--- src/rtl/tl_pkg.sv ---
// tl_pkg: TileLink A-channel types, opcodes and arbiter enums shared by the burst arbiter slice.
package tl_pkg;
  typedef enum logic {ARB_RR, ARB_FIXED} arb_mode_e;
  typedef enum logic [1:0] {IDLE, HOLD, BURST} arb_state_e;
  typedef enum logic [2:0] {
    PUT_FULL_DATA    = 3'd0,
    PUT_PARTIAL_DATA = 3'd1,
    ARITHMETIC_DATA  = 3'd2,
    LOGICAL_DATA     = 3'd3,
    GET              = 3'd4,
    INTENT           = 3'd5,
    ACQUIRE_BLOCK    = 3'd6,
    ACQUIRE_PERM     = 3'd7
  } tl_a_op_e;
  typedef struct packed {
    tl_a_op_e    opcode;
    logic [2:0]  param;
    logic [3:0]  size;
    logic [7:0]  source;
    logic [31:0] address;
    logic [7:0]  mask;
    logic [63:0] data;
  } tl_a_chan_t;
  function automatic logic is_data_op(tl_a_op_e op);
    return op inside {PUT_FULL_DATA, PUT_PARTIAL_DATA, ARITHMETIC_DATA, LOGICAL_DATA};
  endfunction
endpackage

--- src/rtl/tl_burst_arbiter_if.sv ---
// tl_burst_arbiter_if: upstream A-channel fan-in, downstream A-channel and lock status of the burst arbiter.
interface tl_burst_arbiter_if import tl_pkg::*; #(
  parameter int N_MASTER = 4,
  parameter type DATA_T = tl_a_chan_t
);
  localparam int IW = N_MASTER > 1 ? $clog2(N_MASTER) : 1;
  DATA_T                inp_bits_i [N_MASTER];
  logic [N_MASTER-1:0]  inp_valid_i;
  logic [N_MASTER-1:0]  inp_ready_o;
  DATA_T                oup_bits_o;
  logic                 oup_valid_o;
  logic                 oup_ready_i;
  logic                 lock_valid_o;
  logic [IW-1:0]        lock_idx_o;
  modport slave (
    input  inp_bits_i, inp_valid_i, oup_ready_i,
    output inp_ready_o, oup_bits_o, oup_valid_o, lock_valid_o, lock_idx_o
  );
  modport master (
    output inp_bits_i, inp_valid_i, oup_ready_i,
    input  inp_ready_o, oup_bits_o, oup_valid_o, lock_valid_o, lock_idx_o
  );
endinterface

--- src/rtl/tl_rr_picker.sv ---
// tl_rr_picker: picks the first requester at or after base_i, wrapping around; purely combinational.
module tl_rr_picker #(
  parameter int N = 4,
  parameter int IW = N > 1 ? $clog2(N) : 1
) (
  input  logic [N-1:0]  req_i,
  input  logic [IW-1:0] base_i,
  output logic [IW-1:0] idx_o,
  output logic          vld_o
);
  int j;
  always_comb begin
    idx_o = '0;
    vld_o = |req_i;
    j = 0;
    for (int k = N - 1; k >= 0; k--) begin
      j = int'(base_i) + k;
      if (j >= N) j = j - N;
      if (req_i[j]) idx_o = IW'(j);
    end
  end
endmodule

--- src/rtl/tl_burst_arbiter.sv ---
// tl_burst_arbiter: N-way TileLink A-channel arbiter; zero-latency pass-through that locks the
// grant while a stalled request is held or a multi-beat data burst is in flight.
module tl_burst_arbiter import tl_pkg::*; #(
  parameter int        N_MASTER   = 4,
  parameter type       DATA_T     = tl_a_chan_t,
  parameter int        BEAT_BYTES = 8,
  parameter int        MAX_SIZE   = 8,
  parameter arb_mode_e ARB_MODE   = ARB_RR
) (
  input logic               clk_i,
  input logic               rst_i,
  tl_burst_arbiter_if.slave bus
);
  localparam int IW = N_MASTER > 1 ? $clog2(N_MASTER) : 1;
  localparam int CW = $clog2((2 ** MAX_SIZE) / BEAT_BYTES) + 1;
  localparam logic [3:0] LBB = 4'($clog2(BEAT_BYTES));
  arb_state_e    state_q, state_d;
  logic [CW-1:0] cnt_q, cnt_d, beats;
  logic [IW-1:0] ptr_q, ptr_d, gnt_q, gnt_d, gnt, arb_idx, ptr_adv;
  logic          arb_vld, hs, multi;
  logic [3:0]    sz;
  DATA_T         sel;

  tl_rr_picker #(.N(N_MASTER), .IW(IW)) u_picker (
    .req_i (bus.inp_valid_i),
    .base_i(ARB_MODE == ARB_RR ? ptr_q : '0),
    .idx_o (arb_idx),
    .vld_o (arb_vld)
  );

  assign gnt              = state_q == IDLE ? arb_idx : gnt_q;
  assign sel              = bus.inp_bits_i[gnt];
  assign bus.oup_bits_o   = sel;
  assign bus.oup_valid_o  = rst_i && (state_q == IDLE ? arb_vld : bus.inp_valid_i[gnt_q]);
  assign hs               = bus.oup_valid_o && bus.oup_ready_i;
  assign bus.inp_ready_o  = hs ? N_MASTER'(1) << gnt : '0;
  assign bus.lock_valid_o = state_q != IDLE;
  assign bus.lock_idx_o   = gnt_q;
  assign sz               = 4'(sel.size);
  assign multi            = is_data_op(tl_a_op_e'(sel.opcode)) && sz > LBB;
  assign beats            = multi ? CW'(1) << (sz - LBB) : CW'(1);
  // Priority only moves past the winner once its last beat has been taken
  assign ptr_adv = ARB_MODE != ARB_RR ? ptr_q : gnt == IW'(N_MASTER - 1) ? '0 : gnt + 1'b1;

  always_comb begin
    state_d = state_q;
    cnt_d   = cnt_q;
    ptr_d   = ptr_q;
    gnt_d   = gnt_q;
    if (state_q != BURST) begin
      if (bus.oup_valid_o && !bus.oup_ready_i) state_d = HOLD;
      if (hs) begin
        state_d = multi ? BURST : IDLE;
        cnt_d   = multi ? beats - 1'b1 : '0;
        ptr_d   = multi ? ptr_q : ptr_adv;
      end
    end else if (hs) begin
      state_d = cnt_q == CW'(1) ? IDLE : BURST;
      cnt_d   = cnt_q - 1'b1;
      ptr_d   = cnt_q == CW'(1) ? ptr_adv : ptr_q;
    end
    if (state_d != IDLE) gnt_d = gnt;
  end

  always_ff @(posedge clk_i or negedge rst_i) begin
    if (!rst_i) begin
      state_q <= IDLE;
      cnt_q   <= '0;
      ptr_q   <= '0;
      gnt_q   <= '0;
    end else begin
      state_q <= state_d;
      cnt_q   <= cnt_d;
      ptr_q   <= ptr_d;
      gnt_q   <= gnt_d;
    end
  end
endmodule

--- src/flat_wrapper.sv ---
// flat-port wrapper written by rule: the top's interface ports become plain ports
module tl_burst_arbiter_flat import tl_pkg::*;
#(
  parameter int        N_MASTER   = 4,
  parameter type       DATA_T     = tl_a_chan_t,
  parameter int        BEAT_BYTES = 8,
  parameter int        MAX_SIZE   = 8,
  parameter arb_mode_e ARB_MODE   = ARB_RR
)
  (clk_i, rst_i, bus_inp_bits_i, bus_inp_valid_i, bus_oup_ready_i, bus_inp_ready_o, bus_oup_bits_o, bus_oup_valid_o, bus_lock_valid_o, bus_lock_idx_o);
  tl_burst_arbiter_if #(.N_MASTER(N_MASTER), .DATA_T(DATA_T)) bus_i ();
  input logic clk_i;
  input logic rst_i;
  input wire logic [$bits(bus_i.inp_bits_i)-1:0] bus_inp_bits_i;
  input wire logic [$bits(bus_i.inp_valid_i)-1:0] bus_inp_valid_i;
  input wire logic [$bits(bus_i.oup_ready_i)-1:0] bus_oup_ready_i;
  output wire logic [$bits(bus_i.inp_ready_o)-1:0] bus_inp_ready_o;
  output wire logic [$bits(bus_i.oup_bits_o)-1:0] bus_oup_bits_o;
  output wire logic [$bits(bus_i.oup_valid_o)-1:0] bus_oup_valid_o;
  output wire logic [$bits(bus_i.lock_valid_o)-1:0] bus_lock_valid_o;
  output wire logic [$bits(bus_i.lock_idx_o)-1:0] bus_lock_idx_o;
  assign bus_i.inp_bits_i = {>>{bus_inp_bits_i}};
  assign bus_i.inp_valid_i = bus_inp_valid_i;
  assign bus_i.oup_ready_i = bus_oup_ready_i;
  assign bus_inp_ready_o = bus_i.inp_ready_o;
  assign bus_oup_bits_o = bus_i.oup_bits_o;
  assign bus_oup_valid_o = bus_i.oup_valid_o;
  assign bus_lock_valid_o = bus_i.lock_valid_o;
  assign bus_lock_idx_o = bus_i.lock_idx_o;
  tl_burst_arbiter #(.N_MASTER(N_MASTER), .DATA_T(DATA_T), .BEAT_BYTES(BEAT_BYTES), .MAX_SIZE(MAX_SIZE), .ARB_MODE(ARB_MODE)) u_core (.clk_i(clk_i), .rst_i(rst_i), .bus(bus_i));
endmodule
--- config.mk ---
export PLATFORM = sky130hd
export DESIGN_NAME = tl_burst_arbiter_flat
export DESIGN_NICKNAME = d
export VERILOG_FILES = /design/src/rtl/tl_pkg.sv /design/src/rtl/tl_burst_arbiter_if.sv /design/src/rtl/tl_rr_picker.sv /design/src/rtl/tl_burst_arbiter.sv /design/src/flat_wrapper.sv
export SDC_FILE = /design/constraint.sdc
export NUM_CORES = 1
export LEC_CHECK = 0
export CELL_PAD_IN_SITES_DETAIL_PLACEMENT = 1
export CELL_PAD_IN_SITES_GLOBAL_PLACEMENT = 1
export CORE_AREA = 2 2 244 246
export DETAILED_ROUTE_END_ITERATION = 16
export DIE_AREA = 0 0 246 248
export PLACE_DENSITY = 0.44
export RECOVER_POWER = 50
export SYNTH_ARGS = -nofsm -noshare
export SYNTH_HDL_FRONTEND = slang
export SYNTH_SLANG_ARGS = --single-unit
--- constraint.sdc ---
create_clock -name clk_i -period 5.8 [get_ports clk_i]
set_clock_uncertainty 0.05 [all_clocks]
set_input_delay 0.58 -clock clk_i [delete_from_list [all_inputs] [get_ports clk_i]]
set_output_delay 0.58 -clock clk_i [all_outputs]
set_load 0.02 [all_outputs]
==> results of run 1 <==
## how the worst max path moves through the flow
stage	from	endpoint	slack [ps]	cells after the start
4_1_cts	bus_inp_valid_i[2]	bus_oup_bits_o[85]	1220	7
3_3_place_gp	bus_inp_valid_i[2]	u_core.cnt_q[4]	1210	14
2_1_floorplan	bus_inp_valid_i[0]	u_core.cnt_q[4]	2530	13
3_5_place_dp	bus_inp_valid_i[2]	bus_oup_bits_o[85]	1240	7
6_report	bus_inp_valid_i[2]	bus_oup_bits_o[114]	980	8
5_1_grt	bus_inp_valid_i[2]	bus_oup_bits_o[60]	720	9
## critical path, stage by stage
cell and delay, ps:
dlygate4sd3_1 640, nand3b_1 150, a2111oi_4 460, o31a_4 550
mux2i_1 460, mux2_1 330, clkinvlp_2 270, dlygate4sd3_1 720
## per-layer routing
layer / GRT usage / wire (µm) / share of wire
met1: 0.1820 / 18720 / 0.39
met2: 0.2273 / 21320 / 0.44
met3: 0.08121 / 7678 / 0.16
met4: 0.01462 / 433 / 0.0090
met5: 0 / 98 / 0.0020
## cells by family after synthesis
| kind of cell | after synthesis |
|---|---|
| multiplexers | 130 |
| adder cells (fa/ha/maj) | 7 |
| flip-flops | 12 |
| AO/OA/AOI/OAI | 39 |
| AND/OR/NAND/NOR | 53 |
| XOR/XNOR | 1 |
| buffers and inverters | 43 |
## cell usage after synthesis, types with 5 or more instances
cell type and n:
and3_1 5, o21ai_0 7, nand2_1 5, nor2_1 15
a31oi_1 5, mux2i_1 5, inv_1 8, ha_1 7
buf_2 17, mux4_2 119, dfrtp_1 12, a21oi_1 5
clkbuf_1 12
## power breakdown
part	switching [mW]	leakage, nW	internal (mW)
Combinational	2.22	3.71	2.01
Sequential	0.0447	0.139	0.118
Clock	0.0416	0.0442	0.105
## sequential cells by signal, indices dropped and copies added, names as in the netlist
signal / cells
u_core.cnt_q: 6
u_core.bus.lock_idx_o: 2
u_core.ptr_q: 2
u_core.state_q: 2
## through the flow
step           hold slack (ps)  instance area, µm²  cells
4_1_cts                  465.3               11320   1662
3_3_place_gp             442.0               11240   1658
3_5_place_dp             449.7               11240   1658
5_1_grt                  510.5               11280   1662
2_1_floorplan            234.4                4060    285
6_report                 457.9               11290   1665
## layout make-up
class / count / area, µm²
diodes: 3 / 7.507
flip-flops and latches: 12 / 300.3
inverters: 11 / 52.55
clock buffers: 4 / 88.84
fillers: 6726 / 47170
repair buffers: 632 / 6369
multi-input cells: 230 / 3505
well taps: 773 / 967.2
==> results.sh, run 1 <==
export IMPL_timing_final_hold_violations=0
export IMPL_r2r_slack_ps=1560
export IMPL_synth_async_reset_ratio=1.000
export IMPL_slew_headroom=0.5126
export IMPL_max_freq_ghz=0.2073
export IMPL_synth_area_top_cells="mux4_2 (66%), dfrtp_1 (7.4%), ha_1 (2.2%)"
export IMPL_hp_class="reg -> reg"
export IMPL_drive_above_1_share=0.1609
export IMPL_cts_resized=0
export IMPL_finalCriticalPeriod_ps=4825
export IMPL_dpl_hpwl_um=43490
export IMPL_cp_arrival_ps=4190
export IMPL_synth_top_area_share=0.6601
export IMPL_die_w_um=246
export IMPL_crit_required_ps=5170
export IMPL_start_kind="input port"
export IMPL_setup_violations=0
export IMPL_fin_nets=1392
export IMPL_post_route_util=0.1931
export IMPL_grt_pass1_vias=6499
export IMPL_synth_area_mm2=0.004060
export IMPL_cts_root_buffer="clkbuf_16"
export IMPL_seq_area_frac_synth=0.07396
export IMPL_fin_setup_tns_ps=0
export IMPL_worstSetupEndpointType="output pin"
export IMPL_synthXorXnorAreaFrac=0.002157
export IMPL_ys_types=57
export IMPL_yosys_area_share_adder=0.02157
export IMPL_ant_nets=0
export IMPL_outcome="finished, final reports clean"
export IMPL_drt_wl_total_um=48260
export IMPL_dieArea_mm2=0.06101
export IMPL_start_util=0.06945
export IMPL_cts_max_path_buffers=2
export IMPL_drtIter0Drc=231
export IMPL_crit_type="in -> out"
export IMPL_clk_latency_ps=240
export IMPL_synth_simple_area_share=0.07334
export IMPL_synth_edff_count=0
export IMPL_gp_congestion=0.7972
export IMPL_rsz0062_at_grt="false"
export IMPL_cts_max_level=1
export IMPL_mostFrequentLayoutCell="clkdlybuf4s50_1"
export IMPL_drc=0
export IMPL_p_per_area_mw_per_mm2=401.9
export IMPL_fp_coreArea_mm2=0.05846
export IMPL_post_route_period_util=0.8319
export IMPL_syn_avg_cell_area_um2=14.25
export IMPL_rows=89
export IMPL_worstHoldPathCells=2
export IMPL_ys_flop_type="dfrtp_1"
export IMPL_synth_top_family_by_area="multiplexers"
export IMPL_path_clk_slew_ps=50
export IMPL_rr_worst_depth=12
export IMPL_hold_buffers=0
export IMPL_syn_inst=285
export IMPL_cts_tree="done"
export IMPL_tightest_slew_ps=728.6
export IMPL_cts_setup_buffers=0
export IMPL_viasPerCell=3.549
export IMPL_synth_compound_area_share=0.08659
export IMPL_grt_max_degree=48
export IMPL_cts_sinks=12
export IMPL_layout_setup_ws_ps=975.1
export IMPL_grt_pass1_wl_um=59590
export IMPL_r2r_start="u_core.state_q[0]"
export IMPL_yosys_warnings=0
export IMPL_first_pass_iters=4
export IMPL_overflow=0
export IMPL_io_buffers=624
export IMPL_synth_seq_cells=12
export IMPL_r2r_end="u_core.cnt_q[4]"
export IMPL_numCtsBuffers=3
export IMPL_hp_start="u_core.cnt_q[3]"
export IMPL_grt_usage=0.1462
export IMPL_die_h_um=248
export IMPL_cap_violations=0
export IMPL_final_max_slew_viol_count=0
export IMPL_area_growth_pct=178.1
export IMPL_place_ws_ps=1236
export IMPL_final_cell_mix="clkdlybuf4s50_1 (577), mux4_2 (119), dlygate4sd3_1 (47), nor2_1 (15), dfrtp_1 (12)"
export IMPL_p_leak_nw=3.895
export IMPL_synth_area_leader_cell="mux4_2"
export IMPL_synth_area_mux_share=0.6900
export IMPL_antenna_found_initial=16
export IMPL_via_count=5909
export IMPL_path_max_fanout=32
export IMPL_p_total_mw=4.537
export IMPL_io_pins=625
export IMPL_ir_drop_v=0.0001466
export IMPL_drt_wirelength_per_cell_um=28.98
export IMPL_whs_endpoint="u_core.cnt_q[3]"
export IMPL_synth_fp_nets=787
Note: power is estimated with default switching activity, not from simulation.
==> run 2, diff against run 1 <==
--- a/config.mk
+++ b/config.mk
@@ -7,10 +7,10 @@
 export LEC_CHECK = 0
 export CELL_PAD_IN_SITES_DETAIL_PLACEMENT = 1
 export CELL_PAD_IN_SITES_GLOBAL_PLACEMENT = 1
-export CORE_AREA = 2 2 244 246
+export CORE_AREA = 2 2 245 247
 export DETAILED_ROUTE_END_ITERATION = 16
-export DIE_AREA = 0 0 246 248
-export PLACE_DENSITY = 0.44
+export DIE_AREA = 0 0 247 249
+export PLACE_DENSITY = 0.43
 export RECOVER_POWER = 50
 export SYNTH_ARGS = -nofsm -noshare
 export SYNTH_HDL_FRONTEND = slang
==> constraint.sdc (replaced) <==
create_clock -name clk_i -period 4.5 [get_ports clk_i]
set_clock_uncertainty 0.05 [all_clocks]
set_input_delay 0.45 -clock clk_i [delete_from_list [all_inputs] [get_ports clk_i]]
set_output_delay 0.45 -clock clk_i [all_outputs]
set_load 0.02 [all_outputs]
==> run 2 against run 1 <==
Worst setup slack got worse by 630 ps. Register-to-register slack got worse by 1100 ps. Non-clock buffer count rose by 12. Cell count up 0.66%. Clock power rose by 15%. Critical path depth unchanged. Critical endpoint is now bus_oup_bits_o[6]. Largest cell class unchanged.
==> results.sh, run 2 (same netlist as run 1, synthesis figures left out) <==
export IMPL_outcome="finished, final reports clean"
export IMPL_hp_class="reg -> reg"
export IMPL_slew_headroom=0.3946
export IMPL_die_h_um=249
export IMPL_finalInstanceArea_mm2=0.01131
export IMPL_start_util=0.06919
export IMPL_path_max_fanout=27
export IMPL_gp_congestion=0.8989
export IMPL_pwr_share_comb=0.932
export IMPL_cp_startpoint="u_core.state_q[0]"
export IMPL_power_frac_seq=0.038
export IMPL_first_pass_iters=4
export IMPL_rows=89
export IMPL_n_fill_cell=6712
export IMPL_clk_latency_ps=240
export IMPL_fin_nets=1404
export IMPL_post_route_period_util=0.9237
export IMPL_crit_type="reg -> out"
export IMPL_via_count=5709
export IMPL_p_sw_mw=2.719
export IMPL_grt_pass1_wl_um=54040
export IMPL_grt_usage=0.1261
export IMPL_final_max_slew_viol_count=0
export IMPL_numCtsBuffers=3
export IMPL_cp_arrival_ps=3660
export IMPL_p_leak_nw=3.920
export IMPL_crit_required_ps=4000
export IMPL_layout_setup_ws_ps=343.3
export IMPL_fp_coreArea_mm2=0.05869
export IMPL_mostFrequentLayoutCell="clkdlybuf4s50_1"
export IMPL_antenna_found_initial=10
export IMPL_fin_setup_tns_ps=0
export IMPL_p_sw_frac=0.4845
export IMPL_max_freq_ghz=0.2406
export IMPL_place_ws_ps=394.9
export IMPL_grt_max_degree=75
export IMPL_rsz0062_at_grt="false"
export IMPL_post_route_util=0.1927
export IMPL_cts_max_level=1
export IMPL_die_w_um=247
export IMPL_hp_start="u_core.cnt_q[3]"
export IMPL_path_clk_slew_ps=50
export IMPL_cts_tree="done"
export IMPL_tightest_slew_ps=908.1
export IMPL_r2r_start="u_core.state_q[0]"
export IMPL_cap_violations=0
export IMPL_pwr_share_clk=0.030
export IMPL_hold_buffers=0
export IMPL_final_cell_mix="clkdlybuf4s50_1 (585), mux4_2 (119), dlygate4sd3_1 (30), buf_4 (16), nor2_1 (15)"
export IMPL_dieArea_mm2=0.06150
export IMPL_ir_drop_v=0.0002247
export IMPL_cts_max_path_buffers=2
export IMPL_drt_wirelength_per_cell_um=24.36
export IMPL_largest_register_ffs=6
export IMPL_regMostFlops="u_core.cnt_q"
export IMPL_ant_nets=0
export IMPL_drive_above_1_share=0.1756
export IMPL_cts_setup_buffers=0
export IMPL_ff_latch_area_um2=300.3
export IMPL_viasPerCell=3.406
export IMPL_cts_sinks=12
export IMPL_p_per_area_mw_per_mm2=496.2
export IMPL_drc=0
export IMPL_finalCriticalPeriod_ps=4157
export IMPL_start_kind="flop"
export IMPL_hold_slack_ps=491.6
export IMPL_setup_violations=0
export IMPL_io_pins=625
export IMPL_cts_resized=0
export IMPL_drtIter0Drc=234
export IMPL_grt_pass1_vias=6490
export IMPL_drt_wl_total_um=40830
export IMPL_dpl_hpwl_um=37160
export IMPL_io_buffers=624
export IMPL_postPlaceCellArea_mm2=0.01129
export IMPL_p_int_mw=2.893
export IMPL_overflow=0
export IMPL_multi_input_area_mm2=0.003516
export IMPL_area_growth_pct=178.6
export IMPL_worstSetupEndpointType="output pin"
export IMPL_cts_root_buffer="clkbuf_16"
export IMPL_timing_final_hold_violations=0
run 2: final cells by class:
type,instances,share of cell area
sequential,12,0.02655
timing repair buffer,644,0.5652
tap,773,0.08551
multi-input combinational,230,0.3108
antenna,3,0.0006637
clock buffer,3,0.006637
inverter,11,0.004646
run 2: power groups by stage:
stage / logic [mW] / registers, mW / clock network (mW)
after global routing: 5.57 / 0.219 / 0.176
after CTS: 5.45 / 0.212 / 0.169
after floorplan: 2.85 / 0.199 / 0
after detailed placement: 5.43 / 0.213 / 0
after global placement: 5.45 / 0.211 / 0
final: 5.23 / 0.213 / 0.168
run 2: worst paths after layout:
path	slack (ps)	to	depth (start not counted)
max reg2reg	430	u_core.bus.lock_idx_o[0]	10
min in group asynchronous	810	u_core.cnt_q[1]	2
min	490	u_core.cnt_q[3]	2
max	340	bus_oup_bits_o[6]	8
max in group asynchronous	3030	u_core.ptr_q[0]	2
min reg2reg	490	u_core.cnt_q[3]	2
run 2: metrics by stage:
stage / power (mW) / cells
2_1_floorplan: 3.048 / 285
3_5_place_dp: 5.641 / 1670
3_3_place_gp: 5.664 / 1670
4_1_cts: 5.832 / 1673
5_1_grt: 5.962 / 1676
6_report: 5.612 / 1676
run 2: critical path, cell delays in order, from the launching register on:
cell and delay (ps):
dfrtp_1 400, or2_0 620, nor2_1 160, o21ai_1 230
nand2_4 190, inv_8 300, clkbuf_2 350, mux4_2 590
clkdlybuf4s50_1 560
run 2: metal layers:
metal | up-vias | part of all wire | track usage
met3 | 22 | 0.11 | 0.04320
met2 | 391 | 0.49 | 0.2228
met5 | - | 0.0019 | 0
met1 | 2767 | 0.39 | 0.1517
li1 | 2515 | - | -
met4 | 14 | 0.0064 | 0.01084
